### src/rtl/lc3_writeback_if.sv
// LC3 writeback stage bus: execute results in, register read ports and flags out.
interface lc3_writeback_if #(
    parameter int unsigned DATA_W = 16,
    parameter int unsigned NREG   = 8
);
    localparam int unsigned AW = $clog2(NREG);

    logic [DATA_W-1:0] aluout;
    logic              alucarry;
    logic [DATA_W-1:0] memout;
    logic [DATA_W-1:0] pcout;
    logic [1:0]        select_writeback;
    logic              enable_writeback;
    logic [AW-1:0]     dr;
    logic [AW-1:0]     sr1;
    logic [AW-1:0]     sr2;
    logic [DATA_W-1:0] VSR1;
    logic [DATA_W-1:0] VSR2;
    logic [2:0]        psr;
    logic              carry_flag;
    logic              wb_illegal;

    // Upstream pipeline / decode side.
    modport master (
        output aluout, alucarry, memout, pcout, select_writeback, enable_writeback,
        output dr, sr1, sr2,
        input  VSR1, VSR2, psr, carry_flag, wb_illegal
    );

    // Writeback stage side.
    modport slave (
        input  aluout, alucarry, memout, pcout, select_writeback, enable_writeback,
        input  dr, sr1, sr2,
        output VSR1, VSR2, psr, carry_flag, wb_illegal
    );
endinterface

### src/rtl/lc3_writeback.sv
// LC3 writeback stage: retires ALU/memory/PC result into the register file,
// updates NZP and carry, and serves the two decode read ports.
module lc3_writeback #(
    parameter int unsigned DATA_W = 16,
    parameter int unsigned NREG   = 8,
    parameter bit          BYPASS = 1'b1
) (
    input logic           clock,
    input logic           reset,
    lc3_writeback_if.slave wb
);
    localparam int unsigned AW = $clog2(NREG);

    localparam logic [1:0] SelAlu     = 2'd0;
    localparam logic [1:0] SelMem     = 2'd1;
    localparam logic [1:0] SelPc      = 2'd2;
    localparam logic [1:0] SelIllegal = 2'd3;

    localparam logic [2:0] PsrN = 3'b100;
    localparam logic [2:0] PsrZ = 3'b010;
    localparam logic [2:0] PsrP = 3'b001;

    logic [DATA_W-1:0] rf_q [NREG];
    logic [DATA_W-1:0] rf_d [NREG];
    logic [2:0]        psr_q, psr_d;
    logic              carry_q, carry_d;
    logic              illegal_q, illegal_d;

    logic [DATA_W-1:0] wr_data;
    logic              wr_en;
    logic              sel_illegal;

    // Result mux and write qualification.
    always_comb begin
        wr_data     = '0;
        sel_illegal = 1'b0;
        unique case (wb.select_writeback)
            SelAlu:     wr_data = wb.aluout;
            SelMem:     wr_data = wb.memout;
            SelPc:      wr_data = wb.pcout;
            SelIllegal: sel_illegal = 1'b1;
            default:    sel_illegal = 1'b1;
        endcase
        wr_en = wb.enable_writeback & ~sel_illegal;
    end

    // Next-state for register file, condition code, carry and illegal pulse.
    always_comb begin
        rf_d      = rf_q;
        psr_d     = psr_q;
        carry_d   = carry_q;
        illegal_d = wb.enable_writeback & sel_illegal;
        if (wr_en) begin
            rf_d[wb.dr] = wr_data;
            if (wr_data[DATA_W-1]) begin
                psr_d = PsrN;
            end else if (wr_data == '0) begin
                psr_d = PsrZ;
            end else begin
                psr_d = PsrP;
            end
            // Only ALU results carry a meaningful carry-out.
            if (wb.select_writeback == SelAlu) begin
                carry_d = wb.alucarry;
            end
        end
    end

    // State registers with synchronous active-low reset taking priority over writes.
    always_ff @(posedge clock) begin
        if (!reset) begin
            for (int i = 0; i < NREG; i++) begin
                rf_q[i] <= '0;
            end
            psr_q     <= PsrZ;
            carry_q   <= 1'b0;
            illegal_q <= 1'b0;
        end else begin
            rf_q      <= rf_d;
            psr_q     <= psr_d;
            carry_q   <= carry_d;
            illegal_q <= illegal_d;
        end
    end

    // Read ports, optionally forwarding the value being retired this cycle.
    generate
        if (BYPASS) begin : g_bypass
            always_comb begin
                wb.VSR1 = rf_q[wb.sr1];
                wb.VSR2 = rf_q[wb.sr2];
                if (wr_en && (wb.sr1 == wb.dr)) begin
                    wb.VSR1 = wr_data;
                end
                if (wr_en && (wb.sr2 == wb.dr)) begin
                    wb.VSR2 = wr_data;
                end
            end
        end else begin : g_no_bypass
            always_comb begin
                wb.VSR1 = rf_q[wb.sr1];
                wb.VSR2 = rf_q[wb.sr2];
            end
        end
    endgenerate

    assign wb.psr        = psr_q;
    assign wb.carry_flag = carry_q;
    assign wb.wb_illegal = illegal_q;

    // Condition code must always hold exactly one of N, Z, P.
    a_psr_onehot: assert property (@(posedge clock) disable iff (!reset) $onehot(psr_q));

    // The illegal pulse only follows an illegal strobe.
    a_illegal_cause: assert property (@(posedge clock) disable iff (!reset)
        illegal_q |-> $past(wb.enable_writeback && sel_illegal));

    logic unused_aw;
    assign unused_aw = ^AW;
endmodule

### src/flat_wrapper.sv
// flat-port wrapper written by rule: the top's interface ports become plain ports
module lc3_writeback_flat 
#(
    parameter int unsigned DATA_W = 16,
    parameter int unsigned NREG   = 8,
    parameter bit          BYPASS = 1'b1
)
  (clock, reset, wb_aluout, wb_alucarry, wb_memout, wb_pcout, wb_select_writeback, wb_enable_writeback, wb_dr, wb_sr1, wb_sr2, wb_VSR1, wb_VSR2, wb_psr, wb_carry_flag, wb_wb_illegal);
  lc3_writeback_if #(.DATA_W(DATA_W), .NREG(NREG)) wb_i ();
  input logic clock;
  input logic reset;
  input wire logic [$bits(wb_i.aluout)-1:0] wb_aluout;
  input wire logic [$bits(wb_i.alucarry)-1:0] wb_alucarry;
  input wire logic [$bits(wb_i.memout)-1:0] wb_memout;
  input wire logic [$bits(wb_i.pcout)-1:0] wb_pcout;
  input wire logic [$bits(wb_i.select_writeback)-1:0] wb_select_writeback;
  input wire logic [$bits(wb_i.enable_writeback)-1:0] wb_enable_writeback;
  input wire logic [$bits(wb_i.dr)-1:0] wb_dr;
  input wire logic [$bits(wb_i.sr1)-1:0] wb_sr1;
  input wire logic [$bits(wb_i.sr2)-1:0] wb_sr2;
  output wire logic [$bits(wb_i.VSR1)-1:0] wb_VSR1;
  output wire logic [$bits(wb_i.VSR2)-1:0] wb_VSR2;
  output wire logic [$bits(wb_i.psr)-1:0] wb_psr;
  output wire logic [$bits(wb_i.carry_flag)-1:0] wb_carry_flag;
  output wire logic [$bits(wb_i.wb_illegal)-1:0] wb_wb_illegal;
  assign wb_i.aluout = wb_aluout;
  assign wb_i.alucarry = wb_alucarry;
  assign wb_i.memout = wb_memout;
  assign wb_i.pcout = wb_pcout;
  assign wb_i.select_writeback = wb_select_writeback;
  assign wb_i.enable_writeback = wb_enable_writeback;
  assign wb_i.dr = wb_dr;
  assign wb_i.sr1 = wb_sr1;
  assign wb_i.sr2 = wb_sr2;
  assign wb_VSR1 = wb_i.VSR1;
  assign wb_VSR2 = wb_i.VSR2;
  assign wb_psr = wb_i.psr;
  assign wb_carry_flag = wb_i.carry_flag;
  assign wb_wb_illegal = wb_i.wb_illegal;
  lc3_writeback #(.DATA_W(DATA_W), .NREG(NREG), .BYPASS(BYPASS)) u_core (.clock(clock), .reset(reset), .wb(wb_i));
endmodule
### config.mk
export PLATFORM = sky130hd
export DESIGN_NAME = lc3_writeback_flat
export DESIGN_NICKNAME = d
export VERILOG_FILES = /design/src/rtl/lc3_writeback_if.sv /design/src/rtl/lc3_writeback.sv /design/src/flat_wrapper.sv
export SDC_FILE = /design/constraint.sdc
export NUM_CORES = 1
export LEC_CHECK = 0
export BUFFER_PORTS_ARGS = -buffer_cell sky130_fd_sc_hd__buf_4
export CAP_MARGIN = 20
export CORE_AREA = 3 3 193 138
export CTS_CLUSTER_SIZE = 12
export DETAILED_ROUTE_END_ITERATION = 8
export DIE_AREA = 0 0 196 141
export PLACE_DENSITY = 0.52
export SYNTH_ARGS = -nofsm -noshare
export SYNTH_HDL_FRONTEND = slang
export SYNTH_SLANG_ARGS = --single-unit
### constraint.sdc
create_clock -name clock -period 3.8 [get_ports clock]
set_clock_uncertainty 0.05 [all_clocks]
set_input_delay 0.38 -clock clock [delete_from_list [all_inputs] [get_ports clock]]
set_output_delay 0.38 -clock clock [all_outputs]
set_load 0.03 [all_outputs]
; ---- Yosys cells after proc, flatten, opt, wreduce, memory -nomap -nowiden
; Cells that the tools add are included.
[word_totals]
in_bits = 63
word_cells = 47
output_inout_bits = 37
regBits = 133
[classes]
n_eq_ne = 5
bitwise = 6
n_mux = 15
order_cmp = 4
reduce_logical = 6
[op_table]
columns = op, n
row1 = bitwise mux 128 bit, 1
row2 = 2-to-1 mux 16 bit, 7
row3 = binary-select mux 16 bit (select 3 bit), 2
row4 = demux 16 bit (select 3 bit), 1
row5 = one-hot mux 16 bit (3 select lines), 1
row6 = zero test 16 bit, 1
row7 = greater-or-equal comparator 4 bit (second input constant), 3
row8 = NOT 3 -> 4 bit, 3
row9 = equality test 3 bit, 2
row10 = equality test 2 bit (second input constant), 2
row11 = less-than comparator 4 x 1 -> 1 bit (second input constant), 1
row12 = logical AND 1 bit, 3
row13 = 2-to-1 mux 3 bit, 1
row14 = bitwise AND 1 bit, 2
row15 = equality test 2 x 1 -> 1 bit (second input constant), 1
row16 = zero test 2 bit, 1
row17 = 2-to-1 mux 2 bit, 1
row18 = AND reduction 2 bit, 1
row19 = 2-to-1 mux 1 bit, 1
row20 = NOT 1 bit, 1

; ---- Logic depth before layout (Yosys ltp)
; Gate-level depths: netlist (run 1).
[depth]
ltp_word = 6
ltp_mapped = 7

; ---- Worst setup path before layout (run 1)
; Ideal clock, no wire load.
[synth_timing]
path_kind = input to output
startpoint = input wb_sr1[0]
endpoint = output wb_VSR1[5]
setup_slack_ns = 1.245
stages = 6
arrival_ns = 2.125
t_required_ns = 3.370
n_path_buf = 2
cell_sequence = clkbuf_1 buf_2 mux4_2 mux2_2 nand2_1 o21ai_0
[synth_via]
elab_chain_cells = 5
elab_cells_between_ends = 7
[synth_rtl]
columns = element, line_no
row1 = from (decl), flat_wrapper.sv:19  ; input wire logic [$bits(wb_i.sr1)-1:0] wb_sr1;
row2 = NOT 3 -> 4 bit (not written as such), lc3_writeback.sv:90  ; wb.VSR1 = rf_q[wb.sr1];
row3 = binary-select mux 16 bit (select 3 bit), lc3_writeback.sv:90
row4 = 2-to-1 mux 16 bit (not written as such) (2 in series), lc3_writeback.sv:90
row5 = 2-to-1 mux 16 bit (*), lc3_writeback.sv:92  ; if (wr_en && (wb.sr1 == wb.dr)) begin
row6 = to (decl), flat_wrapper.sv:21  ; output wire logic [$bits(wb_i.VSR1)-1:0] wb_VSR1;
; Mark *: on every way between the ends. The rest lies on a longest branch, timed or not. The select of a mux whose other input is x is not followed.

; ---- Final worst setup path (run 1)
[layout_timing]
startpoint = input wb_select_writeback[1]
endpoint = output wb_VSR1[5]
[layout_via]
elab_chain_cells = 6
elab_cells_between_ends = 10
[layout_rtl]
columns = element, line_no
row1 = from (decl), flat_wrapper.sv:16  ; input wire logic [$bits(wb_i.select_writeback)-1:0] wb_select_writeback;
row2 = equality test 2 bit, lc3_writeback.sv:37  ; unique case (wb.select_writeback)
row3 = 2-to-1 mux 1 bit, lc3_writeback.sv:37
row4 = NOT 1 bit, lc3_writeback.sv:44  ; wr_en = wb.enable_writeback & ~sel_illegal;
row5 = bitwise AND 1 bit, lc3_writeback.sv:44
row6 = logical AND 1 bit, lc3_writeback.sv:92
row7 = 2-to-1 mux 16 bit (*), lc3_writeback.sv:92
; Mark *: on every way between the ends. The rest lies on a longest branch, timed or not.

==> key figures, run 1 <==
Die
  – Die area: 0.0276 mm^2
  – Row cnt: 48
  – DIE WIDTH: 196 um
  – Initial Util: 30.1%
  – CORE AREA: 0.0247 mm^2
  – Die Y: 141 um
  – Ports: 100

Timing
  – F_max: 341 MHz
  – Min Tclk post-route: 2.94 ns
  – Relative slew slack: 28.9%
  – Setup ws final: 0.864 ns
  – Fin. max-slew vios: 0
  – RSZ-0062 raised after global routing: no
  – Final setup vio count: 0
  – Setup TNS: 0 ns
  – Fin. Hold Viols: 0
  – Worst-Margin Slew: 1.06 ns
  – Tcrit/Tclk final: 77.3%

Synthesis
  – Sequential share of the synthesized area: 35.7%
  – Post-synth cell types: 31
  – Avg Cell Area, Syn: 10.5 um^2
  – Synth Net Count: 773
  – Post-Synthesis Cells: 710
  – Synth Register Bits: 133
  – Mapped cell area: 0.00745 mm^2
  – Synth Warn #: 0

Clock tree
  – Worst-skew pair later-pin latency: 0.40 ns
  – Number of CTS-inserted buffers: 17
  – Post-CTS Setup Repair Bufs: 0
  – H-tree levels: 4
  – CTS root buffer: clkbuf_16
  – Post_cts resized: 0
  – TritonCTS clock tree: built
  – Clock transition at the registers of the reported paths: 0.06 ns
  – Clock sink total: 133
  – CTS max path bufs: 2
  – Hold buffer count at CTS: 0

Min path
  – Worst hold start: wb_alucarry
  – Hold path depth: 3
  – Hold endpoint: u_core.wb.carry_flag
  – Worst min-delay path category: in2reg

Worst setup path
  – Cell Chain, Critical Path: buf_4 -> nor2b_1 -> a2bb2oi_1 -> buf_4 -> o21ai_0 -> buf_4
  – Worst r2r dst: u_core.wb.psr[0]
  – R2R depth: 3
  – Max incr delay on CP: 0.87 ns
  – Critical-path top delay cell: nor2b_1
  – Critical Path End Type: output port
  – CP arrival: 2.51 ns
  – Worst EP required: 3.37 ns
  – Crit path launch type: input port
  – CP most frequent cell: buf_4
  – Critical path fanouts, max: 20
  – Critical R2R Launch: u_core.wb.psr[0]
  – R2R Setup Slk: 2.98 ns
  – Crit Path Class: in2out

Drt
  – ANT nets after route: 0
  – Drt first pass iters: 7
  – DRT iter0 DRCs: 415
  – Vias post-DR: 5966
  – Routed vias/inst: 5.39
  – Drt total wl: 23.2 mm
  – DR DRC count: 0
  – Wire length per cell: 20.9 um

Flow run
  – Max Cap Viol: 0

GRT
  – Vias in the first global route: 5951
  – Initial antenna violation count: 0
  – Grt ovf: 0
  – GRT Resource Usage Total: 16.9%
  – First-pass GRT wire length: 35.9 mm
  – Largest net degree at the start of global routing: 70

Cells and area
  – Area delta synth->final: 22.7%
  – Layout fillers: 2458
  – Ant. Diodes: 0
  – Commonest cells after routing, fill and taps aside: nand2_1 (164), dfxtp_1 (133), o211a_1 (128), buf_4 (128), mux4_2 (64)
  – Share of layout cells above drive strength 1: 34.0%
  – Most common cell after layout, fill and taps aside: nand2_1
  – Nets: 832
  – Layout Cells excl Fill: 1107

Place
  – Setup WS pre-CTS: 0.884 ns
  – # port buffers: 99
  – Placed Instances: 1075
  – DP HPWL: 14.4 mm
  – Final GP Congestion: 0.718

Power
  – Leak pwr: 4.90 nW
  – PwrDens: 422 mW/mm^2
  – Pwr Total: 3.86 mW
  – Max VDD drop: 0.315 mV

Status
  – Status: finished clean
==> where the power goes <==
| group | switching (mW) | internal [mW] | total, mW |
|---|---|---|---|
| clock | 0.639 | 1.20 | 1.84 |
| combinational | 0.303 | 0.241 | 0.544 |
| sequential | 0.0327 | 1.44 | 1.47 |
==> metal layers <==
| metal | track usage (%) | part of all wire [%] | vias up |
|---|---|---|---|
| met5 | 0 | 0 | - |
| li1 | - | - | 2782 |
| met2 | 25.3 | 45 | 149 |
| met4 | 4.05 | 1.2 | 0 |
| met3 | 2.84 | 4.2 | 18 |
| met1 | 25.4 | 50 | 3017 |
==> worst max path at each step <==
stage / from / endpoint / slack (ns) / cells after the start
3_5_place_dp: wb_select_writeback[1] / wb_VSR1[5] / 0.88 / 6
3_3_place_gp: wb_select_writeback[1] / wb_VSR1[5] / 0.94 / 6
5_1_grt: wb_select_writeback[1] / wb_VSR1[5] / 0.76 / 6
2_1_floorplan: wb_sr1[0] / wb_VSR1[5] / 1.24 / 6
6_report: wb_select_writeback[1] / wb_VSR1[5] / 0.86 / 6
4_1_cts: wb_select_writeback[1] / wb_VSR1[5] / 0.89 / 6
==> flip-flops by register name, indices dropped and copies added, names as in the netlist <==
register	count
u_core.wb.wb_illegal	1
u_core.rf_q	128
u_core.wb.psr	3
u_core.wb.carry_flag	1
==> synthesized netlist by cell type, drive strengths merged <==
library cell	number	area [um^2]
a21boi	1	18.8
xnor2	6	52.6
a41o	1	10.0
a21oi	1	5.00
nand4	6	37.5
nor3	2	10.0
dfxtp	133	2660
nor2b	2	12.5
inv	1	3.75
nor2	7	26.3
nand2b	3	18.8
mux4	64	1440
nor3b	1	7.51
buf	21	125
or4	1	7.51
o221ai	1	8.76
o211a	128	1280
a2bb2oi	16	146
and4	1	8.76
clkbuf	68	256
mux2	32	360
nand2	164	616
o21ai	33	165
mux2i	17	170
==> layout make-up <==
class | count | area (um^2) | share of cell area (%)
flip-flops and latches | 133 | 2660 | 29.1
clock buffers | 20 | 457 | 5.00
repair buffers | 129 | 981 | 10.7
multi-input cells | 487 | 4430 | 48.5
well taps | 325 | 407 | 4.45
clock inverters | 12 | 201 | 2.20
inverters | 1 | 3.75 | 0.0411
==> metrics by stage <==
step                hold WS, ns  instance area [um^2]  utilization (%)
floorplan                 0.433                  7450                -
global placement          0.446                  8480             34.3
detailed placement        0.451                  8480             34.3
CTS                       0.177                  9140             36.9
global route              0.218                  9140             36.9
finish                    0.182                  9140             36.9
==> critical path, delay by kind of cell <==
kind,cells,cell delay (ns)
and+or+nand+nor,1,0.87
buffers and inverters,3,0.69
AOI/OAI and AO/OA,2,0.56
==> cell families after synthesis <==
kind of cell	share of synthesized area (%)
flip-flops	35.7
AO/OA/AOI/OAI	21.9
AND/OR/NAND/NOR	9.99
buffers and inverters	5.17
multiplexers	26.5
XOR/XNOR	0.705
(Power assumes the default switching activity.)
==> run 2, diff against run 1 <==
--- a/config.mk
+++ b/config.mk
@@ -5,12 +5,13 @@
 export SDC_FILE = /design/constraint.sdc
 export NUM_CORES = 1
 export LEC_CHECK = 0
+export ABC_AREA = 1
 export BUFFER_PORTS_ARGS = -buffer_cell sky130_fd_sc_hd__buf_4
 export CAP_MARGIN = 20
-export CORE_AREA = 3 3 193 138
+export CORE_AREA = 3 3 190 136
 export CTS_CLUSTER_SIZE = 12
 export DETAILED_ROUTE_END_ITERATION = 8
-export DIE_AREA = 0 0 196 141
+export DIE_AREA = 0 0 193 139
 export PLACE_DENSITY = 0.52
 export SYNTH_ARGS = -nofsm -noshare
 export SYNTH_HDL_FRONTEND = slang
==> constraint.sdc (replaced) <==
create_clock -name clock -period 3 [get_ports clock]
set_clock_uncertainty 0.05 [all_clocks]
set_input_delay 0.3 -clock clock [delete_from_list [all_inputs] [get_ports clock]]
set_output_delay 0.3 -clock clock [all_outputs]
set_load 0.03 [all_outputs]
==> key figures, run 2 <==
Place
  – # port buffers: 99 (unchanged)
  – Final GP Congestion: 0.853 (was 0.718)
  – Area after DPL: 0.00825 mm^2 (was 0.00848 mm^2)
  – DP HPWL: 18.2 mm (was 14.4 mm)
  – Setup WS pre-CTS: 0.616 ns (was 0.884 ns)

Clock tree
  – Worst-skew pair later-pin latency: 0.42 ns (was 0.40 ns)
  – Clock transition at the registers of the reported paths: 0.06 ns (about the same)
  – Number of CTS-inserted buffers: 17 (unchanged)
  – Post-CTS Setup Repair Bufs: 0 (unchanged)
  – H-tree levels: 4 (unchanged)
  – CTS max path bufs: 2 (unchanged)
  – Clock sink total: 133 (unchanged)
  – CTS root buffer: clkbuf_16 (unchanged)
  – Hold buffer count at CTS: 0 (unchanged)
  – Post_cts resized: 0 (unchanged)
  – TritonCTS clock tree: built (unchanged)

Die
  – Die area: 0.0268 mm^2 (was 0.0276 mm^2)
  – Ports: 100 (unchanged)
  – Row cnt: 48 (unchanged)
  – CORE AREA: 0.0244 mm^2 (was 0.0247 mm^2)
  – Die Y: 139 um (was 141 um)
  – Initial Util: 29.6% (was 30.1%)
  – DIE WIDTH: 193 um (was 196 um)

Drt
  – ANT nets after route: 0 (unchanged)
  – Drt first pass iters: 6 (was 7)
  – Routed vias/inst: 5.41 (was 5.39)
  – Vias post-DR: 7991 (was 5966)
  – DR DRC count: 0 (unchanged)
  – Drt total wl: 27.9 mm (was 23.2 mm)
  – DRT iter0 DRCs: 813 (was 415)
  – Wire length per cell: 18.9 um (was 20.9 um)

Synthesis
  – Synth Net Count: 1148 (was 773)
  – Compound-Gate Fraction of Synth Area: 38.2% (was 21.9%)
  – Top cell type's share of synthesized area: 36.8% (was 35.7%)
  – Ys flop type: dfxtp_1 (unchanged)
  – Avg Cell Area, Syn: 6.66 um^2 (was 10.5 um^2)
  – Post-synth cell types: 28 (was 31)
  – Synth Warn #: 0 (unchanged)
  – Mapped cell area: 0.00723 mm^2 (was 0.00745 mm^2)
  – Main combinational cell family by area after synthesis: compound AO/OA/AOI/OAI gates (was multiplexers)
  – Post-Synthesis Cells: 1085 (was 710)
  – Simple-gate area share of the yosys netlist: 16.4% (was 9.99%)
  – Most frequent cell after synthesis: o21ai_0 (was nand2_1)
  – EDFF count, synth: 0 (unchanged)
  – Synth top area cells: dfxtp_1 (37%), o21ai_0 (14%), a21oi_1 (11%) (was dfxtp_1 (36%), mux4_2 (19%), o211a_1 (17%))
  – Most frequent cells after synthesis: o21ai_0 (199), a21oi_1 (166), nor2_1 (134) (was nand2_1 (164), dfxtp_1 (133), o211a_1 (128))
  – Sequential share of the synthesized area: 36.8% (was 35.7%)
  – Largest area contributor in the netlist: dfxtp_1 (unchanged)
  – Post-synthesis async set-or-reset flop share: 0% (unchanged)
  – Synth Register Bits: 133 (unchanged)
  – Multiplexer share of the synthesized area: 0% (was 26.5%)
  – Synth Area in XOR/XNOR: 0.242% (was 0.705%)
  – Area share of fa/ha/maj cells after synthesis: 0% (unchanged)

Worst setup path
  – Max incr delay on CP: 0.52 ns (was 0.87 ns)
  – Critical Path End Type: output port (unchanged)
  – Critical R2R Launch: u_core.rf_q[32] (was u_core.wb.psr[0])
  – Critical path fanouts, max: 32 (was 20)
  – Critical-path top delay cell: o31ai_1 (was nor2b_1)
  – CP arrival: 2.09 ns (was 2.51 ns)
  – Cell Chain, Critical Path: buf_4 -> buf_4 -> o21ai_0 -> o22ai_1 -> nor2_1 -> o31ai_1 -> buf_4 (was buf_4 -> nor2b_1 -> a2bb2oi_1 -> buf_4 -> o21ai_0 -> buf_4)
  – Crit path launch type: input port (unchanged)
  – Worst Setup SP: wb_sr1[0] (was wb_select_writeback[1])
  – Crit Path Class: in2out (unchanged)
  – CP most frequent cell: buf_4 (unchanged)
  – Worst EP required: 2.65 ns (was 3.37 ns)
  – R2R depth: 2 (was 3)

Cells and area
  – Ant. Diodes: 0 (unchanged)
  – Commonest cells after routing, fill and taps aside: o21ai_0 (199), a21oi_1 (166), nor2_1 (134), dfxtp_1 (133), buf_4 (122) (was nand2_1 (164), dfxtp_1 (133), o211a_1 (128), buf_4 (128), mux4_2 (64))
  – Most common cell after layout, fill and taps aside: o21ai_0 (was nand2_1)
  – Share of layout cells above drive strength 1: 16.5% (was 34.0%)
  – Nets: 1201 (was 832)
  – Area delta synth->final: 22.6% (was 22.7%)
  – Number of flip-flops in the largest register: 128 (unchanged)
  – Most flops, register: u_core.rf_q (unchanged)
  – Area of all placed cells without fillers: 0.00886 mm^2 (was 0.00914 mm^2)

Timing
  – Final setup vio count: 0 (unchanged)
  – Fin. Hold Viols: 0 (unchanged)
  – Worst-Margin Slew: 0.655 ns (was 1.06 ns)
  – Setup ws final: 0.562 ns (was 0.864 ns)
  – Relative slew slack: 56.0% (was 28.9%)
  – F_max: 410 MHz
  – Tcrit/Tclk final: 81.3%
  – Setup TNS: 0 ns (unchanged)
  – RSZ-0062 raised after global routing: no (unchanged)
  – Fin. max-slew vios: 0 (unchanged)
  – Min Tclk post-route: 2.44 ns

Power
  – Max VDD drop: 0.389 mV (was 0.315 mV)
  – PwrDens: 564 mW/mm^2 (was 422 mW/mm^2)
  – Sw Pwr: 1.52 mW (was 975 uW)
  – Leak pwr: 3.46 nW (was 4.90 nW)
  – Pint: 3.48 mW (was 2.88 mW)
  – Seq pwr share: 37.2% (was 38.2%)
  – Clock network power share: 44.5% (was 47.7%)
  – Combinational Power Share: 18.3% (was 14.1%)
  – Switching share of power: 30.4% (was 25.3%)

Status
  – Status: finished clean (unchanged)

GRT
  – Largest net degree at the start of global routing: 69 (was 70)
  – First-pass GRT wire length: 43.0 mm (was 35.9 mm)
  – Grt ovf: 0 (unchanged)
  – Initial antenna violation count: 0 (unchanged)
  – Vias in the first global route: 7401 (was 5951)
  – GRT Resource Usage Total: 20.5% (was 16.9%)

Flow run
  – Max Cap Viol: 0 (unchanged)

Min path
  – Worst hold start: wb_enable_writeback (was wb_alucarry)
  – Worst min-delay path category: in2reg (unchanged)
  – Hold path depth: 3 (unchanged)
## run 2: final cells by class
class | count | area, um^2
inverter | 49 | 184
fill | 2648 | 15500
sequential | 133 | 2660
tap | 325 | 407
timing repair buffer | 127 | 1020
clock inverter | 11 | 150
multi-input combinational | 810 | 3980
clock buffer | 21 | 460
## run 2: cell families (layout without fill, tap and decap cells)
family,count (synthesis),in the layout
compound gates,534,534
buf+inv,142,208
flops,133,133
simple gates,274,274
xor+xnor,2,2
## run 2: power by group through the flow
stage                     clock [mW]  combinational [mW]  sequential [mW]
after detailed placement           0               0.905             1.90
after global placement             0               0.904             1.90
final                           2.22               0.913             1.86
after CTS                       2.24               0.909             1.86
after floorplan                    0               0.553             1.89
after global routing            2.32               0.998             1.87
## run 2: routing by layer
layer / up-vias / GRT usage (%) / part of all wire, %
li1: 3931 / - / -
met5: - / 0 / 0
met4: 0 / 5.93 / 1.7
met3: 33 / 3.61 / 7.1
met1: 3688 / 31.1 / 49
met2: 339 / 29.5 / 42
## run 2: through the flow
stage          hold slack (ns)  power, mW  util, %  instances
3_3_place_gp             0.407       2.80     33.8       1444
5_1_grt                 0.0872       5.19     36.3       1476
3_5_place_dp             0.406       2.80     33.8       1444
2_1_floorplan            0.364       2.45        -       1085
4_1_cts                 0.0707       5.01     36.3       1476
6_report                0.0836       5.00     36.3       1476
## run 2: worst paths after layout
check	endpoint	slack [ns]
min	u_core.wb.wb_illegal	0.08
max	wb_VSR1[15]	0.56
max reg2reg	u_core.rf_q[32]	2.24
min reg2reg	u_core.wb.carry_flag	0.41
## run 2: critical path: cells and delay by family
family	cells	cell delay (ns)
buf+inv	3	0.89
compound gates	3	0.82
simple gates	1	0.06
==> run 3, diff against run 2 <==
--- a/config.mk
+++ b/config.mk
@@ -12,7 +12,7 @@
 export CTS_CLUSTER_SIZE = 12
 export DETAILED_ROUTE_END_ITERATION = 8
 export DIE_AREA = 0 0 193 139
-export PLACE_DENSITY = 0.52
+export PLACE_DENSITY = 0.53
 export SYNTH_ARGS = -nofsm -noshare
 export SYNTH_HDL_FRONTEND = slang
 export SYNTH_SLANG_ARGS = --single-unit
==> constraint.sdc (replaced) <==
create_clock -name clock -period 2 [get_ports clock]
set_clock_uncertainty 0.05 [all_clocks]
set_input_delay 0.2 -clock clock [delete_from_list [all_inputs] [get_ports clock]]
set_output_delay 0.2 -clock clock [all_outputs]
set_load 0.03 [all_outputs]
==> key figures, run 3 (same netlist as run 2, synthesis figures left out) <==
Clock tree
  – Clock sink total: 133 (unchanged)
  – TritonCTS clock tree: built (unchanged)
  – H-tree levels: 4 (unchanged)
  – Post-CTS Setup Repair Bufs: 0 (unchanged)
  – Worst-skew pair later-pin latency: 0.43 ns (was 0.42 ns)
  – CTS root buffer: clkbuf_16 (unchanged)
  – Clock transition at the registers of the reported paths: 0.06 ns (about the same)
  – Number of CTS-inserted buffers: 17 (unchanged)
  – CTS max path bufs: 2 (unchanged)

Drt
  – Vias post-DR: 8208 (was 7991)
  – ANT nets after route: 0 (unchanged)
  – DR DRC count: 0 (unchanged)
  – Routed vias/inst: 5.43 (was 5.41)
  – DRT iter0 DRCs: 921 (was 813)
  – Drt first pass iters: 6 (unchanged)
  – Drt total wl: 28.3 mm (was 27.9 mm)
  – Wire length per cell: 18.7 um (was 18.9 um)

Power
  – Combinational Power Share: 19.3% (was 18.3%)
  – Pwr Total: 7.95 mW (was 5.00 mW)
  – Sw Pwr: 2.25 mW (was 1.52 mW)
  – Leak pwr: 3.76 nW (was 3.46 nW)
  – Pint: 5.70 mW (was 3.48 mW)
  – Switching share of power: 28.3% (was 30.4%)
  – Seq pwr share: 35.1% (was 37.2%)
  – Clock network power share: 45.6% (was 44.5%)
  – Max VDD drop: 0.685 mV (was 0.389 mV)
  – PwrDens: 832 mW/mm^2 (was 564 mW/mm^2)

Worst setup path
  – Critical path buffers and inverters: 2 (was 3)
  – Top delay family on crit path: compound AO/OA/AOI/OAI gates (was buffers and inverters)
  – Critical Path End Type: output port (unchanged)
  – Crit Path Class: reg2out (was in2out)
  – Critical path fanouts, max: 3 (was 32)
  – Max incr delay on CP: 0.35 ns (was 0.52 ns)
  – Crit path launch type: flop (was input port)
  – Cell Chain, Critical Path: o21ai_2 -> o22ai_1 -> nor2_1 -> o31ai_2 -> buf_4 -> buf_6 (was buf_4 -> buf_4 -> o21ai_0 -> o22ai_1 -> nor2_1 -> o31ai_1 -> buf_4)
  – CP arrival: 1.73 ns (was 2.09 ns)
  – Critical-path top delay cell: o31ai_2 (was o31ai_1)
  – Worst EP required: 1.75 ns (was 2.65 ns)

Timing
  – Relative slew slack: 65.1% (was 56.0%)
  – Worst Hold Slack: 0.0228 ns (was 0.0836 ns)
  – Worst-Margin Slew: 0.524 ns (was 0.655 ns)
  – Final setup vio count: 0 (unchanged)
  – Min Tclk post-route: 1.98 ns
  – Fin. Hold Viols: 0 (unchanged)
  – Fin. max-slew vios: 0 (unchanged)
  – Tcrit/Tclk final: 99.2%
  – Setup TNS: 0 ns (unchanged)
  – F_max: 504 MHz
  – RSZ-0062 raised after global routing: yes (was no)

Cells and area
  – Commonest cells after routing, fill and taps aside: o21ai_0 (194), a21oi_1 (164), nor2_1 (134), buf_4 (133), dfxtp_1 (126) (was o21ai_0 (199), a21oi_1 (166), nor2_1 (134), dfxtp_1 (133), buf_4 (122))
  – Register area: 0.00267 mm^2 (was 0.00266 mm^2)
  – Most flops, register: u_core.rf_q (unchanged)
  – Area taken by multi-input logic gates: 0.00410 mm^2 (was 0.00398 mm^2)
  – Layout fillers: 2605 (was 2648)
  – Area of all placed cells without fillers: 0.00955 mm^2 (was 0.00886 mm^2)
  – Most common cell after layout, fill and taps aside: o21ai_0 (unchanged)
  – Layout Cells excl Fill: 1511 (was 1476)
  – Nets: 1236 (was 1201)
  – Area delta synth->final: 32.1% (was 22.6%)
  – Share of layout cells above drive strength 1: 20.7% (was 16.5%)
  – Number of flip-flops in the largest register: 128 (unchanged)
  – Ant. Diodes: 0 (unchanged)

Place
  – Final GP Congestion: 0.837 (was 0.853)
  – Area after DPL: 0.00872 mm^2 (was 0.00825 mm^2)
  – # port buffers: 99 (unchanged)
  – Placed Instances: 1477 (was 1444)
  – DP HPWL: 18.6 mm (was 18.2 mm)

Min path
  – Worst min-delay path category: in2reg (unchanged)

Status
  – Status: finished clean (unchanged)

Die
  – Die Y: 139 um (unchanged)
  – Initial Util: 29.6% (unchanged)
  – DIE WIDTH: 193 um (unchanged)
  – CORE AREA: 0.0244 mm^2 (unchanged)
  – Row cnt: 48 (unchanged)
  – Die area: 0.0268 mm^2 (unchanged)
  – Ports: 100 (unchanged)

GRT
  – Largest net degree at the start of global routing: 79 (was 69)
  – Vias in the first global route: 7479 (was 7401)
  – Grt ovf: 0 (unchanged)
  – Initial antenna violation count: 0 (unchanged)
  – GRT Resource Usage Total: 21.1% (was 20.5%)
  – First-pass GRT wire length: 43.9 mm (was 43.0 mm)

Flow run
  – Max Cap Viol: 0 (unchanged)
run 3: cell types whose count changed in the layout (fill, tap and decap cells not counted), sizes merged:
cell,before,now
clkbuf,21,22
clkinvlp,2,0
bufinv,3,6
dlygate4sd3,0,2
buf,127,160
clkinv,9,8
inv,46,45
run 3: final cells by class:
cell class | count | area share (%)
Clock inverter | 10 | 2.10
Inverter | 49 | 1.93
Clock buffer | 22 | 4.86
Timing Repair Buffer | 162 | 16.0
Multi-Input combinational cell | 810 | 42.9
Tap cell | 325 | 4.26
Sequential cell | 133 | 28.0
run 3: worst paths after layout:
check | from | end | slack [ns] | depth (start not counted)
hold reg to reg | u_core.wb.carry_flag | u_core.wb.carry_flag | 0.41 | 2
setup reg to reg | u_core.rf_q[17] | u_core.rf_q[17] | 1.27 | 2
setup / recovery | u_core.rf_q[95] | wb_VSR1[15] | 0.02 | 6
hold / removal | wb_enable_writeback | u_core.wb.carry_flag | 0.02 | 4
run 3: per-layer routing:
layer	wire length [um]	vias to the layer above	global-route usage, %
li1	-	3993	-
met1	13500	3850	31.6
met2	12300	332	30.6
met3	2060	33	4.09
met4	424	0	6.05
met5	0	-	0
run 3: metrics by stage:
| step | util [%] | worst slack [ns] |
|---|---|---|
| final | 39.2 | 0.0155 |
| after global routing | 39.2 | -0.0246 |
| after CTS | 38.6 | 0.00946 |
| after detailed placement | 35.8 | 0.0923 |
| after global placement | 35.8 | 0.0180 |
| after floorplan | - | 0.0786 |
run 3: repair_timing:
action | CTS | global route
gates resized for setup | 3 | 32
setup endpoints to repair | 1 | 15
hold endpoints to repair | 2 | 0
hold buffers | 2 | 0
pin swaps | 2 | 9
run 3: worst register-to-register path, cell delays in order (launching register included):
cell and delay, ns:
dfxtp_1 0.37, o21ai_0 0.10, a21oi_1 0.14
run 3: power groups by stage:
stage               Combinational (mW)  Sequential, mW  Clock, mW
floorplan                        0.829            2.84          0
finish                            1.53            2.79       3.62
detailed placement                1.48            2.85          0
global route                      1.66            2.80       3.79
CTS                               1.49            2.79       3.67
global placement                  1.48            2.85          0
